<file path="config.mk">
export PLATFORM = sky130hd
export DESIGN_NAME = fifo_frame_ctrl
export DESIGN_NICKNAME = d
export VERILOG_FILES = /design/src/rtl/fifo_frame_ctrl.sv
export SDC_FILE = /design/constraint.sdc
export NUM_CORES = 1
export LEC_CHECK = 0
export ABC_AREA = 1
export CAP_MARGIN = 25
export CORE_ASPECT_RATIO = 0.8
export CORE_MARGIN = 3
export CORE_UTILIZATION = 40
export DETAILED_ROUTE_END_ITERATION = 6
export GPL_TIMING_DRIVEN = 0
export PLACE_DENSITY = 0.66
export SLEW_MARGIN = 20
export SYNTH_ARGS = -nofsm -noshare
export SYNTH_HDL_FRONTEND = slang
export SYNTH_SLANG_ARGS = --single-unit
</file>
<file path="constraint.sdc">
create_clock -name clk -period 5.16 [get_ports clk]
set_input_delay 0.516 -clock clk [delete_from_list [all_inputs] [get_ports clk]]
set_output_delay 0.516 -clock clk [all_outputs]
set_load 0.005 [all_outputs]
</file>
<file path="src/rtl/fifo_frame_ctrl.sv">
`default_nettype none
// ============================================================================
//  Module   : fifo_frame_ctrl
//  Brief    : Frame controller that fills an external FIFO with one frame of
//             pixels, then drains it to a sink through a 2-entry skid buffer.
//  Revision : 1.0 - initial release
// ============================================================================
module fifo_frame_ctrl #(
    parameter int DATA_WIDTH   = 8,
    parameter int FRAME_PIXELS = 65536,
    parameter int CNT_W        = 17
) (
    input  logic                  clk,
    input  logic                  reset,
    input  logic                  start,
    input  logic                  in_valid,
    output logic                  in_ready,
    input  logic [DATA_WIDTH-1:0] in_data,
    output logic                  fifo_en,
    output logic                  fifo_push_pop,
    output logic [DATA_WIDTH-1:0] fifo_din,
    input  logic [DATA_WIDTH-1:0] fifo_dout,
    input  logic                  fifo_full,
    input  logic                  fifo_empty,
    output logic                  out_valid,
    input  logic                  out_ready,
    output logic [DATA_WIDTH-1:0] out_data,
    output logic                  busy,
    output logic                  done
);

    localparam logic [1:0]       c_ST_IDLE  = 2'd0;
    localparam logic [1:0]       c_ST_FILL  = 2'd1;
    localparam logic [1:0]       c_ST_DRAIN = 2'd2;
    localparam logic [CNT_W-1:0] c_FRAME    = CNT_W'(FRAME_PIXELS);
    localparam logic [CNT_W-1:0] c_LAST     = CNT_W'(FRAME_PIXELS - 1);

    logic [1:0]            r_state;
    logic [1:0]            w_state_nxt;
    logic [CNT_W-1:0]      r_fill_cnt;
    logic [CNT_W-1:0]      r_pop_cnt;
    logic [CNT_W-1:0]      r_out_cnt;
    logic                  r_inflight;
    logic                  r_done;
    logic [1:0]            r_occ;
    logic [1:0]            w_occ_nxt;
    logic [DATA_WIDTH-1:0] r_buf0;
    logic [DATA_WIDTH-1:0] r_buf1;
    logic [DATA_WIDTH-1:0] w_buf0_nxt;
    logic [DATA_WIDTH-1:0] w_buf1_nxt;

    logic       w_start_frame;
    logic       w_in_ready;
    logic       w_push;
    logic       w_pop;
    logic       w_out_valid;
    logic       w_take;
    logic       w_last_push;
    logic       w_last_take;
    logic [2:0] w_room;

    always_comb begin
        w_start_frame = (r_state == c_ST_IDLE) && start;
        w_out_valid   = (r_occ != 2'd0);
        w_take        = w_out_valid && out_ready;
        w_in_ready    = (r_state == c_ST_FILL) && (r_fill_cnt < c_FRAME) && !fifo_full;
        w_push        = w_in_ready && in_valid;
        // Projected buffer load once the pending capture lands and this cycle's take leaves.
        w_room        = {1'b0, r_occ} + {2'b00, r_inflight} - {2'b00, w_take};
        w_pop         = (r_state == c_ST_DRAIN) && (r_pop_cnt < c_FRAME) && !fifo_empty
                        && (w_room < 3'd2);
        w_last_push   = w_push && (r_fill_cnt == c_LAST);
        w_last_take   = (r_state == c_ST_DRAIN) && w_take && (r_out_cnt == c_LAST);
    end

    always_comb begin
        w_state_nxt = r_state;
        case (r_state)
            c_ST_IDLE:  if (start)       w_state_nxt = c_ST_FILL;
            c_ST_FILL:  if (w_last_push) w_state_nxt = c_ST_DRAIN;
            c_ST_DRAIN: if (w_last_take) w_state_nxt = c_ST_IDLE;
            default:                     w_state_nxt = c_ST_IDLE;
        endcase
    end

    // Skid buffer update: r_buf0 is always the oldest entry.
    always_comb begin
        w_buf0_nxt = r_buf0;
        w_buf1_nxt = r_buf1;
        w_occ_nxt  = r_occ;
        case ({w_take, r_inflight})
            2'b01: begin
                if (r_occ == 2'd0) begin
                    w_buf0_nxt = fifo_dout;
                    w_occ_nxt  = 2'd1;
                end else begin
                    w_buf1_nxt = fifo_dout;
                    w_occ_nxt  = 2'd2;
                end
            end
            2'b10: begin
                w_buf0_nxt = r_buf1;
                w_occ_nxt  = r_occ - 2'd1;
            end
            2'b11: begin
                if (r_occ == 2'd1) begin
                    w_buf0_nxt = fifo_dout;
                end else begin
                    w_buf0_nxt = r_buf1;
                    w_buf1_nxt = fifo_dout;
                end
            end
            default: ;
        endcase
    end

    always_ff @(posedge clk or negedge reset) begin
        if (!reset) begin
            r_state    <= c_ST_IDLE;
            r_fill_cnt <= '0;
            r_pop_cnt  <= '0;
            r_out_cnt  <= '0;
            r_inflight <= 1'b0;
            r_done     <= 1'b0;
            r_occ      <= 2'd0;
            r_buf0     <= '0;
            r_buf1     <= '0;
        end else begin
            r_state    <= w_state_nxt;
            r_inflight <= w_pop;
            r_done     <= w_last_take;
            r_occ      <= w_occ_nxt;
            r_buf0     <= w_buf0_nxt;
            r_buf1     <= w_buf1_nxt;
            if (w_start_frame) begin
                r_fill_cnt <= '0;
                r_pop_cnt  <= '0;
                r_out_cnt  <= '0;
            end else begin
                if (w_push) r_fill_cnt <= r_fill_cnt + 1'b1;
                if (w_pop)  r_pop_cnt  <= r_pop_cnt + 1'b1;
                if (w_take && (r_state == c_ST_DRAIN)) r_out_cnt <= r_out_cnt + 1'b1;
            end
        end
    end

    assign in_ready      = w_in_ready;
    assign fifo_en       = w_push || w_pop;
    assign fifo_push_pop = !w_pop;
    assign fifo_din      = w_push ? in_data : '0;
    assign out_valid     = w_out_valid;
    assign out_data      = w_out_valid ? r_buf0 : '0;
    assign busy          = (r_state != c_ST_IDLE);
    assign done          = r_done;

endmodule
`default_nettype wire
</file>
==> metrics.md <==
| Metric | Value |
|---|---|
| Final clock skew | about 0.0055 ns |
| Setup tns final | 0 ns |
| Starting Density | 42.6% |
| Area leader, netlist | dfrtp_1 |
| Hold WC Path Type | in2async |
| Area growth from synthesis to layout | 21.3% |
| Critical Path Source Type | register |
| Boundary pin count | 45 |
| Clock root cell | clkbuf_16 |
| Core ar. | 9970 um2 |
| Die ar. | 11,900 um2 |
| Number of flops mapped to enable cells by yosys | 0 |
| Max Buffers Root-to-Sink | 2 |
| CP top delay family | buffers and inverters |
| Multi-input logic area | 2020 um2 |
| NumNets Final | 671 |
| Rel. slew slack | 64.5% |
| Initial DRC Count | around 290 |
| Width of the die | ~120 um |
| H-tree depth | 3 |
| Prevailing post-synth register cell | dfrtp_1 |
| DRT antenna net count | 0 |
| RD Place Congestion | 0.853 |
| Mapped Cells | 581 |
| DIE HEIGHT | 98.1 um |
| Port bufs | 44 |
| CP Capture Type | primary output |
| CTS Sinks | 73 |
| F_max | ~260 MHz |
| Setup-failing EPs final | 0 |
| Max FO, Critical Path | 10 |
| Post-route cell area | about 5000 um2 |
| Diodes inserted | 0 |
| Synth Register Bits | 73 |
| Std cell rows | 32 |
| First drt pass iteration count | 5 |
| Slew at the pin closest to its max-slew limit | 0.532 ns |
| Hold Fails Final Rpt | 0 |
| Lkg Pwr | 2.49 nW |
| Min Hold Slack | between 0.1 and 0.15 ns |
| Top cells by count, synth | nand2_1, nor2_1, inv_1, dfrtp_1, o21ai_0 |
| Worst-skew pair later-pin latency | 0.34 ns |
| Tmin final | 3.79 ns |
| Remaining global-route overflow | 0 |
| Synthesis warning total | 0 |
| Post-CTS Repair Setup Buffers | 0 |
| Synthesized Nets | 615 |
| TritonCTS Buffers | 9 |
| Initial antenna violation count | 0 |
| Final period util | between 70 and 80% |
| Reg area | 1830 um2 |
| Post-layout power | 1.70 mW |
| Reg2reg start | r_occ[0] |
| CP max stage delay | around 0.5 ns |
| Max-slew violation count | 0 |
| Via Count | 3,962 |
| Register area share after synthesis | a little over two fifths |
| Routed wire length | 10.2 mm |
| Worst path required time | 4.64 ns |
| Placed cell areas | 4870 um2 |
| Arr. time, crit path | 3.27 ns |
| Cell area power density | 331 nW/um2 |
| Count of cell types in the netlist | 33 |
| PostCTS Resize Cnt | 0 |
| Syn_area_per_cell | 7.30 um2 |
| Worst vdd ir | 0.238 mV |
| DR WL/cell | 13.1 um |
| Top cell type's share of synthesized area | 43.1% |
| Largest net degree at the start of global routing | 39 |
| CTS tree | done |
| RSZ-0062 raised after global routing | no |
| First-pass GRT wire length | 17.5 mm |
| Max-cap violations | 0 |
| Outcome | completed |
| Top cells by area, synth | dfrtp_1, nand2_1, nor2_1 |
| GRT Total Usage | between 10% and 20% |
| Post-layout worst setup margin | 1.37 ns |
| Clk slew on worst S/H paths | approximately 0.060 ns |
| Vias in the first global route | 3,827 |
| Layout cells sized above 1 | 8.10% |
| Crit Path Class | reg2out |
| HPWL Detailed | approximately 7.6 mm |
| Buffer and inverter count on the worst path | 5 |
| Placement Setup Slack | 1.51 ns |
| Most used cell, CP | inv_1 |
| Cell area after synthesis | roughly 4200 um2 |
| # fillers | 941 |
| DRC violations left | 0 |
| Cts hold-fix bufs | 0 |
| CP max-delay cell | clkdlybuf4s50_1 |
| Ys async rst share | 100% |
| Worst Setup SP | r_occ[0] |
| DR vias/cell | 5.09 |
| Crit-path cells | inv_1, ha_1, inv_1, nand2_2, nor2_1, o21ai_0, fa_1, nand2_1, nor2_4, buf_6, inv_1, nand2_1, clkdlybuf4s50_1 |
| Most common cell in the netlist | nand2_1 |
[flip-flops by register name (all words and copies together), names as in the netlist]
| register | flops |
|---|---|
| r_state | 2 |
| r_occ | 2 |
| done | 1 |
| r_fill_cnt | 17 |
| r_inflight | 1 |
| r_buf1 | 8 |
| r_out_cnt | 17 |
| r_pop_cnt | 17 |
| r_buf0 | 8 |
[area by class of cell]
cell class,instances,area share (%)
well taps,136,3.31
flip-flops and latches,73,35.5
clock inverters,5,0.608
plain buffers,12,1.48
repair buffers,45,8.90
multi-input cells,412,39.3
inverters,84,6.13
clock buffers,11,4.72
[stage by stage]
step | std cells | util, %
3_5_place_dp | 762 | 48.9
2_1_floorplan | 581 | -
6_report | 778 | 51.6
5_1_grt | 778 | 51.6
4_1_cts | 778 | 51.6
3_3_place_gp | 761 | 48.7
[worst paths after layout]
kind | slack (ns) | cells past startpoint | end
setup / recovery | 1.37 | 13 | fifo_en
hold / removal | 0.14 | 1 | r_buf0[3]
setup reg to reg | 2.54 | 13 | r_pop_cnt[6]
hold reg to reg | 0.48 | 2 | r_buf1[2]
max in group asynchronous | 4.45 | 2 | r_fill_cnt[1]
min in group clk | 0.48 | 2 | r_buf1[2]
[worst reg2reg max path, stage by stage (launching register included)]
cell and delay [ns]:
dfrtp_1 0.39, inv_1 0.09, ha_1 0.22, inv_1 0.14, nand2_2 0.13, nor2_1 0.18, o21ai_0 0.14, fa_1 0.49
nand2_1 0.08, nor2_4 0.26, buf_6 0.19, nand3_1 0.08, nand2_1 0.07, nor2_1 0.04
[report_power, final]
part	switching, mW	internal, mW	leakage, nW	total [mW]
clock	0.239	0.337	0.135	0.575
sequential	0.0429	0.645	0.894	0.688
combinational	0.257	0.184	1.46	0.441
total	0.539	1.17	2.49	1.70
[metal layers]
| layer | up-vias | share of wire, % | track usage (%) |
|---|---|---|---|
| met4 | 0 | 1.0 | 4.13 |
| met5 | - | 0 | 0 |
| met3 | 13 | 5.1 | 5.10 |
| li1 | 1967 | - | - |
| met1 | 1881 | 49 | 24.9 |
| met2 | 101 | 45 | 28.9 |
[cells by family after synthesis]
family,synth area share [%]
xor+xnor,0.413
fa+ha+maj,3.42
simple gates,32.8
compound gates,11.1
buf+inv,9.23
flops,43.1
[cells in the final DEF, fill, tap and decap left out, drive strengths merged]
cell type,n
nor4,1
nor3,9
nor2,99
xor2,2
nand2,143
inv,84
nand4,21
clkbuf,12
clkdlybuf4s50,43
o22ai,4
nor3b,2
clkinvlp,1
o21ai,58
clkinv,4
buf,13
o21bai,4
and2,1
a22o,2
a21oi,18
a31oi,1
fa,1
a2bb2oi,1
nand3,35
ha,10
dfrtp,73
Note: power is estimated with default switching activity, not from simulation.
